[src/rtl/iter_muldiv_unit.sv]
// Iterative multiply/divide execute unit: one bit per cycle, shift-add
// multiply and restoring divide, val/rdy handshake on both sides.
module iter_muldiv_unit #(
  parameter int unsigned WIDTH = 32
) (
  input  logic             clk,
  input  logic             rst,
  input  logic             istream_val,
  output logic             istream_rdy,
  input  logic [1:0]       istream_fn,
  input  logic [WIDTH-1:0] istream_a,
  input  logic [WIDTH-1:0] istream_b,
  output logic             ostream_val,
  input  logic             ostream_rdy,
  output logic [WIDTH-1:0] ostream_result,
  output logic             busy
);

  localparam int unsigned CW = $clog2(WIDTH) + 1;
  localparam int unsigned PW = 2 * WIDTH;

  localparam logic [1:0] FN_MUL   = 2'd0;
  localparam logic [1:0] FN_MULHU = 2'd1;
  localparam logic [1:0] FN_DIVU  = 2'd2;
  localparam logic [1:0] FN_REMU  = 2'd3;

  typedef enum logic [1:0] {
    S_IDLE = 2'd0,
    S_CALC = 2'd1,
    S_DONE = 2'd2
  } state_t;

  state_t           state_q, state_d;
  logic [1:0]       fn_q, fn_d;
  // a_q: multiplicand for MUL*, dividend that shifts out MSB-first and
  // collects quotient bits in its LSB for DIV*/REM*.
  logic [WIDTH-1:0] a_q, a_d;
  // b_q: multiplier consumed LSB-first for MUL*, fixed divisor for DIV*/REM*.
  logic [WIDTH-1:0] b_q, b_d;
  logic [PW-1:0]    prod_q, prod_d;
  logic [WIDTH:0]   rem_q, rem_d;
  logic [CW-1:0]    cnt_q, cnt_d;
  logic [WIDTH-1:0] result_q, result_d;
  logic             oval_q, oval_d;
  logic             rdy_q, rdy_d;
  logic             busy_q, busy_d;

  // Single-iteration datapath values
  logic [WIDTH:0]   mul_sum;
  logic [PW-1:0]    mul_next;
  logic [WIDTH:0]   rem_sh;
  logic             div_ge;
  logic [WIDTH:0]   rem_next;
  logic [WIDTH-1:0] quo_next;

  // One shift-add / restoring-divide step, then next-state and output decode
  always_comb begin
    state_d  = state_q;
    fn_d     = fn_q;
    a_d      = a_q;
    b_d      = b_q;
    prod_d   = prod_q;
    rem_d    = rem_q;
    cnt_d    = cnt_q;
    result_d = result_q;
    oval_d   = oval_q;
    rdy_d    = rdy_q;
    busy_d   = busy_q;

    mul_sum  = {1'b0, prod_q[PW-1:WIDTH]} + {1'b0, (b_q[0] ? a_q : '0)};
    mul_next = {mul_sum, prod_q[WIDTH-1:1]};

    // rem_q[WIDTH] is always zero between steps; folding it into the compare
    // keeps the test exact over the full shifted value.
    rem_sh   = {rem_q[WIDTH-1:0], a_q[WIDTH-1]};
    div_ge   = rem_q[WIDTH] | (rem_sh >= {1'b0, b_q});
    rem_next = div_ge ? (rem_sh - {1'b0, b_q}) : rem_sh;
    quo_next = {a_q[WIDTH-2:0], div_ge};

    case (state_q)
      S_IDLE: begin
        if (istream_val) begin
          fn_d    = istream_fn;
          a_d     = istream_a;
          b_d     = istream_b;
          prod_d  = '0;
          rem_d   = '0;
          cnt_d   = '0;
          state_d = S_CALC;
          rdy_d   = 1'b0;
          busy_d  = 1'b1;
        end
      end
      S_CALC: begin
        if (fn_q[1]) begin
          rem_d = rem_next;
          a_d   = quo_next;
        end else begin
          prod_d = mul_next;
          b_d    = b_q >> 1;
        end
        if (cnt_q == CW'(WIDTH - 1)) begin
          state_d = S_DONE;
          oval_d  = 1'b1;
          case (fn_q)
            FN_MUL:   result_d = mul_next[WIDTH-1:0];
            FN_MULHU: result_d = mul_next[PW-1:WIDTH];
            FN_DIVU:  result_d = quo_next;
            FN_REMU:  result_d = rem_next[WIDTH-1:0];
            default:  result_d = result_q;
          endcase
        end else begin
          cnt_d = cnt_q + CW'(1);
        end
      end
      S_DONE: begin
        if (ostream_rdy) begin
          state_d = S_IDLE;
          oval_d  = 1'b0;
          rdy_d   = 1'b1;
          busy_d  = 1'b0;
        end
      end
      default: begin
        state_d = S_IDLE;
        oval_d  = 1'b0;
        rdy_d   = 1'b1;
        busy_d  = 1'b0;
      end
    endcase
  end

  // State, datapath and output registers
  always_ff @(posedge clk or posedge rst) begin
    if (rst) begin
      state_q  <= S_IDLE;
      fn_q     <= FN_MUL;
      a_q      <= '0;
      b_q      <= '0;
      prod_q   <= '0;
      rem_q    <= '0;
      cnt_q    <= '0;
      result_q <= '0;
      oval_q   <= 1'b0;
      rdy_q    <= 1'b1;
      busy_q   <= 1'b0;
    end else begin
      state_q  <= state_d;
      fn_q     <= fn_d;
      a_q      <= a_d;
      b_q      <= b_d;
      prod_q   <= prod_d;
      rem_q    <= rem_d;
      cnt_q    <= cnt_d;
      result_q <= result_d;
      oval_q   <= oval_d;
      rdy_q    <= rdy_d;
      busy_q   <= busy_d;
    end
  end

  // Ready is held low for as long as reset is asserted, and is high in the
  // first cycle after reset releases.
  assign istream_rdy    = rdy_q & ~rst;
  assign ostream_val    = oval_q;
  assign ostream_result = result_q;
  assign busy           = busy_q;

endmodule

[config.mk]
export PLATFORM = sky130hd
export DESIGN_NAME = iter_muldiv_unit
export DESIGN_NICKNAME = d
export VERILOG_FILES = /design/src/rtl/iter_muldiv_unit.sv
export SDC_FILE = /design/constraint.sdc
export NUM_CORES = 1
export LEC_CHECK = 0
export ABC_AREA = 0
export CORE_MARGIN = 5
export CORE_UTILIZATION = 35
export DETAILED_ROUTE_END_ITERATION = 10
export HOLD_SLACK_MARGIN = 0.06
export REMOVE_ABC_BUFFERS = 1
export SYNTH_ARGS = -nofsm -noshare
export SYNTH_HDL_FRONTEND = slang
export SYNTH_SLANG_ARGS = --single-unit
[constraint.sdc]
create_clock -name clk -period 21.3 [get_ports clk]
set_input_delay 4.26 -clock clk [delete_from_list [all_inputs] [get_ports clk]]
set_output_delay 4.26 -clock clk [all_outputs]
set_load 0.01 [all_outputs]
==> results.toml <==
[final_layout]
syn2layout_area_growth_pct = 17.7
fillerInstances = 3704
post-route-util_pct = 41.4
drive_gt1_share_pct = 6.15
design.final.nets = 1664
antenna-diode-count = 0

[timing]
period_minus_slack_ps = 9720
max_slew_margin_pct = 19.3
max_freq_mhz = 103
drv_slew = 0
clock_skew_ps = 9.41
setup-violations-final = 0
report.final.hold_viol_count = 0
post-route-period-util_pct = 45.6
setup_tns_ps = 0
worst-slew-pin-transition_ps = 1210
unrepaired_setup_endpoints_after_global_routing = "no"

[status]
run_status = "complete, no violations"

[clock_network]
post_cts_hold_buffer_count = 0
cts_max_path_buffers = 3
tritoncts = "built"
cts.clk_slew.worst_paths_ps = 50
cts-htree-levels = 1
clk_latency_ps = 540
postCtsSetupBuffers = 0
tritoncts_num_sinks = 205
clk_root_buffer_cell = "sky130_fd_sc_hd__clkbuf_16"
numCtsBuffers = 25
post_cts_resized = 0

[floorplanning]
row_cnt = 71
initial_core_utilization_pct = 35.1
die_w_microns = 204
die_height_microns = 204
die-area_sq_mm = 0.0415
core_area_sq_mm = 0.0374
ios = 105

[grt]
track_usage_pct = 18.0
groute.layer.met1.usage_pct = 26.8
via_count_of_the_first_global_routing_pass = 10741
grt_first_pass_wirelength_microns = 61200
grtUsageMet2_pct = 27.7
global_route.peak_usage_layer = "met2"
globalRoute.totalOverflow = 0
grt.met3_usage_pct = 2.51
grt_antenna_before_repair = 0
grt_start_max_net_pins = 138

[yosys]
async_flop_share_pct = 100
synth_edf_count = 0
yosys.area.top_type_share_pct = 38.8
yosysWarningCount = 0
yosysSeqAreaShare_pct = 39.0
post-synth-top-area-cell = "sky130_fd_sc_hd__dfrtp_1"
ys_types = 74
syn_area_sq_mm = 0.0131
average_cell_area_after_synthesis_sq_um = 8.95
synth_most_common_cell = "sky130_fd_sc_hd__dfrtp_1"
synth_commonest_cells = "204 x sky130_fd_sc_hd__dfrtp_1, 176 x sky130_fd_sc_hd__nand2_1, 155 x sky130_fd_sc_hd__o21ai_0, 128 x sky130_fd_sc_hd__a21oi_1, 92 x sky130_fd_sc_hd__mux2i_1"
mapped_cells = 1468
synth.ff_latch_count = 205
synth_top_cells_by_area = "sky130_fd_sc_hd__dfrtp_1 39%, sky130_fd_sc_hd__mux2i_1 7.0%, sky130_fd_sc_hd__ha_1 6.3%, sky130_fd_sc_hd__o21ai_0 5.9%, sky130_fd_sc_hd__nand2_1 5.0%"
ys.flop_type = "sky130_fd_sc_hd__dfrtp_1"

[route]
drt_pre_antenna_iters = 7
route.detailed.wl_per_inst_microns = 18.8
finalWirelength_microns = 38600
drt_drc_violations_left = 0
detailedRoute.firstIterationViolations = 804
ant_nets = 0
num_vias = 11091
post_drt_via_cell_ratio = 5.40

[placed_design]
port-buffer-count = 104
place.gp.congestion = 0.901
hpwl_microns = 27400

[pwr]
ir_drop_mv = 0.0632
power.density_cell_area_mw_per_mm2 = 172
leakagePower_nw = 6.67

[setup_path]
worstPathRequired_ps = 17040
worst-endpoint-arrival_ps = 5460
worst_setup_path_end_kind = "output port"
setup.worst_path.start_class = "input port"
critical_path_class = "input port to output port"
rrSetupSlack_ps = 16820
crit_fanout = 2

[min_path]
hold_class = "flop to flop"

[run]
cap_viol_max_count = 0
## metal layers
layer,wire length [microns],vias up
met1,18700,5329
met3,2090,45
li1,-,5447
met5,0,-
met4,867,0
met2,17000,270
## worst paths after layout
check | startpoint | endpoint | cells past startpoint
worst max-delay path | rst | istream_rdy | 3
worst min-delay path | ostream_result[8] | ostream_result[8] | 1
worst max register to register | b_q[0] | ostream_result[31] | 13
worst min register to register | ostream_result[8] | ostream_result[8] | 1
max in group asynchronous | rst | a_q[5] | 3
min in group asynchronous | rst | a_q[31] | 2
## cell families (layout without fill, tap and decap cells)
kind of cell	after synthesis	count (layout)	share of synthesized area [%]
compound gates	501	501	24.7
simple gates	393	393	13.8
flops	205	205	39.0
buf+inv	142	218	4.11
mux	104	104	8.15
fa+ha+maj	68	68	6.59
xor+xnor	55	55	3.67
## layout make-up
type	instances	area [sq um]	share of cell area, %
Inverter	55	214	1.38
Tap cell	511	639	4.13
Timing Repair Buffer	118	1150	7.41
Multi-Input combinational cell	1121	7500	48.5
Clock buffer	31	698	4.51
Sequential cell	205	5130	33.2
Clock inverter	14	139	0.898
## where the power goes
part / total [mW] / internal, mW / leakage, nW / switching [mW]
Combinational: 1.54 / 0.604 / 3.59 / 0.935
Clock: 0.434 / 0.257 / 0.410 / 0.177
Sequential: 0.695 / 0.548 / 2.68 / 0.147
Total: 2.67 / 1.41 / 6.67 / 1.26
## per-stage QoR
step	power, mW	cells	hold slack, ps	worst slack (ps)	area [sq um]
after global routing	2.88	2055	511	11550	15500
final	2.67	2055	475	11580	15500
after floorplan	1.75	1381	446	11450	12800
after CTS	2.67	2055	482	11570	15500
after detailed placement	2.23	2010	470	11580	14600
after global placement	2.20	2010	465	11570	14600
## cells in the final DEF (no fill, tap or decap), drive strengths merged, types with 31 or more instances in the layout
master	n
mux2i	92
and2	38
dfrtp	204
ha	66
xnor2	36
a21oi	128
a22o	67
clkbuf	31
nor2	70
o21ai	158
inv	55
nand2	176
clkdlybuf4s50	104
## registers in the layout, summed over array words and instances, names as in the netlist
name and cells:
a_q 32, ostream_result 32, rdy_q 1, state_q 2, cnt_q 6, fn_q 2, prod_q 63, busy 1
rem_q 33, ostream_val 1, b_q 32
## critical path: stages
cell,delay [ps]
sky130_fd_sc_hd__clkdlybuf4s50_1,510
sky130_fd_sc_hd__nor2b_1,150
sky130_fd_sc_hd__clkdlybuf4s50_1,540
Power figures use the tool's default switching activity.
==> RTL change: new RTL, same settings <==
Take the reset off `a_q`, `b_q`, `prod_q` and `result_q` and load them in a clocked block of their own.
--- a/src/rtl/iter_muldiv_unit.sv
+++ b/src/rtl/iter_muldiv_unit.sv
@@ -136,10 +136,6 @@
       state_q  <= S_IDLE;
       fn_q     <= FN_MUL;
-      a_q      <= '0;
-      b_q      <= '0;
-      prod_q   <= '0;
       rem_q    <= '0;
       cnt_q    <= '0;
-      result_q <= '0;
       oval_q   <= 1'b0;
       rdy_q    <= 1'b1;
@@ -148,14 +144,17 @@
       state_q  <= state_d;
       fn_q     <= fn_d;
-      a_q      <= a_d;
-      b_q      <= b_d;
-      prod_q   <= prod_d;
       rem_q    <= rem_d;
       cnt_q    <= cnt_d;
-      result_q <= result_d;
       oval_q   <= oval_d;
       rdy_q    <= rdy_d;
       busy_q   <= busy_d;
     end
+  end
+
+  always_ff @(posedge clk) begin
+    a_q      <= a_d;
+    b_q      <= b_d;
+    prod_q   <= prod_d;
+    result_q <= result_d;
   end
 
Function: same outputs for any inputs over 10 cycles, from zero or initial values and one cycle with rst high; that may be too few to reach the edited logic, so the function may still have changed.
==> RTL change against the unedited design <==
The run now ends with antenna violations left. Non-clock buffer count down 2. Final cell count down 11%. Design area down 4.0%. Sequential share of layout area up 6.7 points. Worst setup slack better by 0.12 ns. Sequential cell count unchanged. Area after synthesis down 4.5%. Via count down 12%. Global-route usage down 1.4 points. Register-to-register slack better by 0.23 ns. Wire length down 12%. Clock skew up 0.0086 ns. Critical path type unchanged.
Power is left out: the tool's default activity adds up to more than one toggle a clock period on the data nets, which glitch-free logic cannot reach.
==> RTL change: results (changes against the unedited design) <==
| Metric | Value |
|---|---|
| Vias in the first global route | `9583 (was 10700)` |
| Failing checks | `antenna violations` |
| Placer Congestion | `0.886 (was 0.901)` |
| Hold Crit Class | `reg -> reg (unchanged)` |
| First-pass GRT wire length | `53.2 mm (was 61.2 mm)` |
| Root buffer cell | `clkbuf_16 (unchanged)` |
| Yosys top cell area share | `0.380 (was 0.388)` |
| Top FF cell, synth | `edfxtp_1 (was dfrtp_1)` |
| Hold Startpoint | `rem_q[6]$_DFFE_PP0P_ (was ostream_result[8]$_DFFE_PP0P_)` |
| Cell variety after synth | `71 (was 74)` |
| ANT nets after route | `1 (was 0)` |
| Top Registers | `prod_q (63), rem_q (33) (unchanged)` |
| Final cycle utilization of the critical path | `0.451 (was 0.456)` |
| Average wire per standard cell | `18.5 um (was 18.8 um)` |
| Layout cell share with drive strength beyond 1 | `0.0637 (was 0.0615)` |
| DR pass1 iterations | `6 (was 7)` |
| Nets | `1485 (was 1664)` |
| Non-filler instance count after layout | `1832 (was 2055)` |
| CP Capture Point | `istream_rdy (unchanged)` |
| Final HPWL DP | `23.5 mm (was 27.4 mm)` |
| Initial antenna violation count | `1 (was 0)` |
| Initial DRC Count | `701 (was 804)` |
| R2R cell count | `11 (was 13)` |
| Synth Instances | `1263 (was 1468)` |
| Hold path depth | `2 (was 1)` |
| Cts bufs inserted | `25 (unchanged)` |
| Number of synthesized flops with an enable pin | `159 (was 0)` |
| Hold Slack | `0.509 ns (was 0.475 ns)` |
| Worst-skew pair later-pin latency | `around 0.53 ns` |
| Longest Clk Path Bufs | `3 (unchanged)` |
| Clock skew | `0.0181 ns (was 0.00941 ns)` |
| Critical Path Slowest Stage Cell | `clkdlybuf4s50_1 (unchanged)` |
| Async S/R FF share, synth | `0.224 (was 1.00)` |
| Flop2flop setup slack | `17.05 ns (was 16.82 ns)` |
| Critical path startpoint | `rst (unchanged)` |
| Vias/cell | `5.35 (was 5.40)` |
| Largest stage delay, worst path | `0.54 ns (about the same)` |
| Commonest cells in the netlist | `nand2_1, edfxtp_1, o21ai_0, and2_1, a21oi_1 (was dfrtp_1, nand2_1, o21ai_0, a21oi_1, mux2i_1)` |
| Critical path arrival | `5.34 ns (was 5.46 ns)` |
| Largest cells by area after synthesis | `edfxtp_1, dfrtp_1, ha_1 (was dfrtp_1, mux2i_1, ha_1)` |
| Largest net degree at the start of global routing | `83 (was 138)` |
| Dpl cell area | `14000 sq um (was 14600 sq um)` |
| Setup slack after placement | `11.70 ns (was 11.58 ns)` |
| Worst slew margin | `0.317 (was 0.193)` |
| Overall routing resource usage | `0.166 (was 0.180)` |
| Reg-to-reg endpoint | `ostream_result[11]$_DFFE_PP_ (was ostream_result[31]$_DFFE_PP0P_)` |
| CTS resizes | `0 (unchanged)` |
| RR Startpoint | `b_q[0]$_DFFE_PP_ (was b_q[0]$_DFFE_PP0P_)` |
| Register area share after synthesis | `0.472 (was 0.390)` |
| Endpoint, Worst Hold | `rem_q[6]$_DFFE_PP0P_ (was ostream_result[8]$_DFFE_PP0P_)` |
| I/O Buffers | `104 (unchanged)` |
| Status | `finished with violations (was completed)` |
==> RTL change: cell families after synthesis <==
| family | Yosys count | synth area share |
|---|---|---|
| adders and majority gates | 68 | 0.0690 |
| AOI/OAI and AO/OA | 324 | 0.165 |
| xor gates and xnor gates | 53 | 0.0370 |
| and+or+nand+nor | 461 | 0.175 |
| muxes | 39 | 0.0457 |
| DFF | 205 | 0.472 |
| buffers and inverters | 113 | 0.0366 |
==> RTL change: layout make-up <==
| type | count | area (sq um) |
|---|---|---|
| timing repair buffer | 116 | 1130 |
| sequential | 205 | 5930 |
| clock inverter | 14 | 133 |
| inverter | 54 | 203 |
| clock buffer | 32 | 672 |
| multi-input combinational | 945 | 6200 |
| tap | 461 | 577 |
| fill | 3433 | 20600 |
| antenna | 5 | 12.5 |
==> RTL change: routing by layer <==
layer,wire (um),part of all wire,track usage,vias to the layer above
li1,-,-,-,4734
met1,15900,0.47,0.244,4746
met2,15500,0.46,0.268,280
met3,1910,0.056,0.0202,40
met4,576,0.017,0.0317,0
met5,0,0,0,-
